**src/rtl/shiftreg_drain_fifo.sv**
```systemverilog
// Synchronous FIFO buffering bytes drained from the shift chain tail.
// Registered level/full/empty; head byte reads as zero while empty.
module shiftreg_drain_fifo #(
  parameter int unsigned WIDTH      = 8,
  parameter int unsigned FIFO_DEPTH = 4
) (
  input  logic                          clk,
  input  logic                          rst,
  input  logic                          push,
  input  logic                          pop,
  input  logic                          flush,
  input  logic [WIDTH-1:0]              wdata,
  output logic [WIDTH-1:0]              rdata,
  output logic                          full,
  output logic                          empty,
  output logic [$clog2(FIFO_DEPTH):0]   level
);

  localparam int unsigned PtrW = (FIFO_DEPTH > 1) ? $clog2(FIFO_DEPTH) : 1;
  localparam int unsigned LvlW = $clog2(FIFO_DEPTH) + 1;

  logic [WIDTH-1:0] mem_q [FIFO_DEPTH];
  logic [PtrW-1:0]  wr_ptr_q, wr_ptr_d;
  logic [PtrW-1:0]  rd_ptr_q, rd_ptr_d;
  logic [LvlW-1:0]  level_q, level_d;
  logic             do_push, do_pop;

  assign full    = (level_q == LvlW'(FIFO_DEPTH));
  assign empty   = (level_q == '0);
  assign do_push = push & ~full & ~flush;
  assign do_pop  = pop & ~empty & ~flush;

  // Flush wins over any concurrent push or pop.
  always_comb begin
    wr_ptr_d = wr_ptr_q;
    rd_ptr_d = rd_ptr_q;
    level_d  = level_q;
    if (flush) begin
      wr_ptr_d = '0;
      rd_ptr_d = '0;
      level_d  = '0;
    end else begin
      if (do_push) wr_ptr_d = wr_ptr_q + PtrW'(1);
      if (do_pop)  rd_ptr_d = rd_ptr_q + PtrW'(1);
      unique case ({do_push, do_pop})
        2'b10:   level_d = level_q + LvlW'(1);
        2'b01:   level_d = level_q - LvlW'(1);
        default: level_d = level_q;
      endcase
    end
  end

  always_ff @(posedge clk) begin
    if (rst) begin
      wr_ptr_q <= '0;
      rd_ptr_q <= '0;
      level_q  <= '0;
    end else begin
      wr_ptr_q <= wr_ptr_d;
      rd_ptr_q <= rd_ptr_d;
      level_q  <= level_d;
    end
  end

  always_ff @(posedge clk) begin
    if (!rst && do_push) mem_q[wr_ptr_q] <= wdata;
  end

  assign rdata = empty ? '0 : mem_q[rd_ptr_q];
  assign level = level_q;

endmodule

```
**src/rtl/shiftreg_drain.sv**
```systemverilog
// Consumer end of the byte-wide shift chain: owns shift enable, counts priming
// shifts, then buffers each byte leaving the chain tail into an output FIFO.
module shiftreg_drain #(
  parameter int unsigned WIDTH      = 8,
  parameter int unsigned CHAIN_LEN  = 900,
  parameter int unsigned FIFO_DEPTH = 4
) (
  input  logic                          clk,
  input  logic                          rst,
  input  logic                          enable,
  input  logic                          flush,
  input  logic [WIDTH-1:0]              sr_data,
  output logic                          shift_en,
  output logic [WIDTH-1:0]              out_data,
  output logic                          out_valid,
  input  logic                          out_ready,
  output logic                          primed,
  output logic [$clog2(FIFO_DEPTH):0]   level
);

  localparam int unsigned CntW = $clog2(CHAIN_LEN + 1);

  logic [CntW-1:0] prime_cnt_q, prime_cnt_d;
  logic            primed_q, primed_d;
  logic            fifo_full, fifo_empty;
  logic            push, pop;

  // full is registered inside the FIFO, so out_ready never reaches shift_en.
  assign shift_en  = enable & ~fifo_full & ~flush & ~rst;
  assign push      = shift_en & primed_q;
  assign out_valid = ~fifo_empty;
  assign pop       = out_valid & out_ready;
  assign primed    = primed_q;

  always_comb begin
    prime_cnt_d = prime_cnt_q;
    if (flush) begin
      prime_cnt_d = '0;
    end else if (shift_en && (prime_cnt_q != CntW'(CHAIN_LEN))) begin
      prime_cnt_d = prime_cnt_q + CntW'(1);
    end
    primed_d = (prime_cnt_d == CntW'(CHAIN_LEN));
  end

  always_ff @(posedge clk) begin
    if (rst) begin
      prime_cnt_q <= '0;
      primed_q    <= 1'b0;
    end else begin
      prime_cnt_q <= prime_cnt_d;
      primed_q    <= primed_d;
    end
  end

  shiftreg_drain_fifo #(
    .WIDTH      (WIDTH),
    .FIFO_DEPTH (FIFO_DEPTH)
  ) u_fifo (
    .clk   (clk),
    .rst   (rst),
    .push  (push),
    .pop   (pop),
    .flush (flush),
    .wdata (sr_data),
    .rdata (out_data),
    .full  (fifo_full),
    .empty (fifo_empty),
    .level (level)
  );

endmodule

```
**config.mk**
```make
export PLATFORM = sky130hd
export DESIGN_NAME = shiftreg_drain
export DESIGN_NICKNAME = d
export VERILOG_FILES = /design/src/rtl/shiftreg_drain_fifo.sv /design/src/rtl/shiftreg_drain.sv
export SDC_FILE = /design/constraint.sdc
export NUM_CORES = 1
export LEC_CHECK = 0
export CELL_PAD_IN_SITES_DETAIL_PLACEMENT = 0
export CELL_PAD_IN_SITES_GLOBAL_PLACEMENT = 2
export CORE_ASPECT_RATIO = 0.8
export CORE_MARGIN = 2
export CORE_UTILIZATION = 38
export DETAILED_ROUTE_END_ITERATION = 12
export HOLD_SLACK_MARGIN = 0.02
export PLACE_DENSITY = 0.83
export SYNTH_ARGS = -nofsm -noshare
export SYNTH_HDL_FRONTEND = slang
export SYNTH_SLANG_ARGS = --single-unit
```
**constraint.sdc**
```tcl
create_clock -name clk -period 3 [get_ports clk]
set_input_delay 0.6 -clock clk [delete_from_list [all_inputs] [get_ports clk]]
set_output_delay 0.6 -clock clk [all_outputs]
set_load 0.01 [all_outputs]
```
==> flow_summary.json <==
{
  "syn_area_per_cell_um2": 12.7,
  "synth-async-reset-ratio": 0,
  "status": "completed",
  "clkSlewWorstSetupHoldPaths_ns": 0.09,
  "setup_total_negative_slack_ns": 0,
  "number_of_post_cts_setup_repair_buffers": 0,
  "ys.flop_type": "edfxtp_1",
  "areaGrowthSynthToFinish_pct": 22.4,
  "cts_root_buf": "clkbuf_8",
  "cts-resized-gates": 0,
  "drc": 0,
  "initial_core_utilization": 0.399,
  "grt_first_pass_wirelength_um": 7210,
  "cts_inserted_buffers": 5,
  "yosysTopAreaCell": "edfxtp_1",
  "timing.max_slew.rel_slack": 0.590,
  "row_count": 25,
  "maximum_fanout_along_the_worst_path": 8,
  "synth-seq-cells": 52,
  "yosys.area.top_type_share": 0.403,
  "antenna_found_initial": 0,
  "post_drt_wl_per_cell_um": 14.8,
  "finalMaxSlewViolations": 0,
  "yosys_warnings": 0,
  "top_level_ports": 27,
  "clock_sink_count": 52,
  "synth_area_um2": 2380,
  "critical_path_required_ns": 2.40,
  "hold_viol": 0,
  "rsz0062_at_grt": "false",
  "dp_hpwl_um": 3270,
  "tritoncts": "done",
  "number_of_antenna_repair_diodes": 0,
  "first_global_vias": 1372,
  "ys_seq_area_frac": 0.571,
  "detail_route.wirelength_um": 4500,
  "post_cts_hold_buffer_count": 0,
  "first_iter_violations": 65,
  "num_vias": 1506,
  "dieWidth_um": 92.5,
  "cp_data_arrival_time_ns": 2.24,
  "nNetsFinal": 244,
  "cp-end-kind": "output pin",
  "vias_per_cell": 4.94,
  "fin_skew_ns": 0.00618,
  "grt_max_degree": 18,
  "synthCells": 187,
  "gpl.final_weighted_congestion": 0.829,
  "clockBufferDepth": 2,
  "mappedNetlistNets": 208,
  "critical_path_class": "in2out",
  "final_layout_size_suffix_gt1_frac": 0.165,
  "start_kind": "primary input",
  "grt_remaining_overflow": 0,
  "design.die.area_um2": 6930,
  "power_per_cell_area_nw_per_um2": 462,
  "coreArea_um2": 5970,
  "leakage_nw": 0.927,
  "synth_edf_count": 32,
  "layout_worst_path_cycle_share": 0.946,
  "post-route-util": 0.488,
  "cts.htree.levels": 2,
  "timing.final.crit_period_ns": 2.84,
  "clock_insertion_delay_worst_skew_ns": 0.30,
  "fp.dieH_um": 74.8,
  "report.final.setup_viol": 0,
  "drv_cap": 0,
  "layout.filler_cells": 531,
  "synth.area.top_cells": "edfxtp_1, dfxtp_1, mux4_2",
  "drt.antenna.violating_nets": 0,
  "grt.total_usage": 0.139,
  "fmax_mhz": 352,
  "ys_types": 44,
  "r2r_setup_slack_ns": 0.43,
  "port_buffers": 26,
  "drt_pre_antenna_iters": 4,
  "hold_path.class": "reg2reg",
  "tightestPinTransition_ns": 0.614,
  "power.ir.vdd_worst_mv": 0.289
}
## power by group
part | total, mW | leakage [nW] | switching (mW) | internal (mW)
clock | 0.552 | 0.0654 | 0.218 | 0.333
sequential | 0.757 | 0.449 | 0.000556 | 0.756
combinational | 0.0401 | 0.413 | 0.0186 | 0.0215
total | 1.35 | 0.927 | 0.238 | 1.11
## synthesized netlist by cell type, types with 2 or more instances
cell,number
edfxtp_1,32
xor2_1,5
a21oi_1,9
nor3_1,5
or2_2,2
buf_2,2
nand2_1,11
or3_1,2
inv_1,9
nand3_1,6
nor2b_1,9
nand2b_1,2
nor4b_2,2
mux2i_1,2
and3_1,5
ha_1,7
mux4_2,8
nor2_1,13
nor3b_1,2
clkbuf_1,3
nand4_1,2
xnor2_1,5
o21ai_0,4
dfxtp_1,20
## per-stage QoR
step	worst slack, ns	power [mW]	hold slack, ns	std cells	cell area, µm²
global placement	0.0605	0.813	0.497	297	2780
CTS	0.0681	1.37	0.524	305	2910
detailed placement	0.0807	0.813	0.505	297	2780
finish	0.161	1.35	0.527	305	2920
global route	0.0654	1.39	0.557	305	2920
floorplan	0.480	0.785	0.469	187	2380
## worst paths after layout
check,startpoint,endpoint,depth (start not counted)
min reg2reg,u_fifo.wr_ptr_q[1],u_fifo.wr_ptr_q[1],2
max,enable,shift_en,4
max reg2reg,u_fifo.level[2],u_fifo.level[2],9
min,u_fifo.wr_ptr_q[1],u_fifo.wr_ptr_q[1],2
## placed cells by master (no fill, tap or decap), drive strengths merged, types with 2 or more instances in the layout
master and count:
buf 9, or3 4, nor3 5, nor2b 9, nand4 3, xor2 5, xnor2 5, or3b 2
clkbuf 6, edfxtp 32, o21ai 4, nand2b 2, inv 9, ha 7, nand3 6, mux4 8
nand2 11, mux2i 2, nor2 14, nor3b 3, nor4b 2, bufinv 2, a21oi 10, and3 5
or2 3, clkdlybuf4s50 26, dfxtp 20
## worst max-delay path, stage by stage
cell and delay [ns]:
clkdlybuf4s50_1 0.46, or3b_1 0.41, nor2_4 0.20, clkdlybuf4s50_1 0.57
## cell families (layout without fill, tap and decap cells)
kind of cell | count (synthesis) | in the layout | share of synthesized area
flip-flops | 52 | 52 | 0.571
AND/OR/NAND/NOR | 72 | 72 | 0.181
XOR/XNOR | 10 | 10 | 0.0367
multiplexers | 10 | 10 | 0.0840
buffers and inverters | 15 | 52 | 0.0278
AO/OA/AOI/OAI | 20 | 20 | 0.0541
adder cells (fa/ha/maj) | 8 | 8 | 0.0451
## sequential cells by signal, indices dropped and copies added (netlist names), named ones only
register	count
u_fifo.mem_q	32
primed	1
u_fifo.level	3
u_fifo.wr_ptr_q	2
prime_cnt_q	10
u_fifo.rd_ptr_q	2
## final cells by class
cell class                 instances  area [µm²]  share of cell area
timing repair buffer              35         328               0.112
multi-input combinational        120         961               0.329
clock inverter                     2        60.1              0.0206
sequential                        52        1360               0.467
tap                               81         101              0.0347
clock buffer                       6        72.6              0.0249
inverter                           9        33.8              0.0116
## routing by layer
| metal | track usage | wire, µm | up-vias |
|---|---|---|---|
| li1 | - | - | 749 |
| met2 | 0.192 | 1880 | 35 |
| met3 | 0.0290 | 167 | 4 |
| met5 | 0 | 0 | - |
| met1 | 0.216 | 2410 | 718 |
| met4 | 0.0498 | 48 | 0 |
Note: power is estimated with default switching activity, not from simulation.
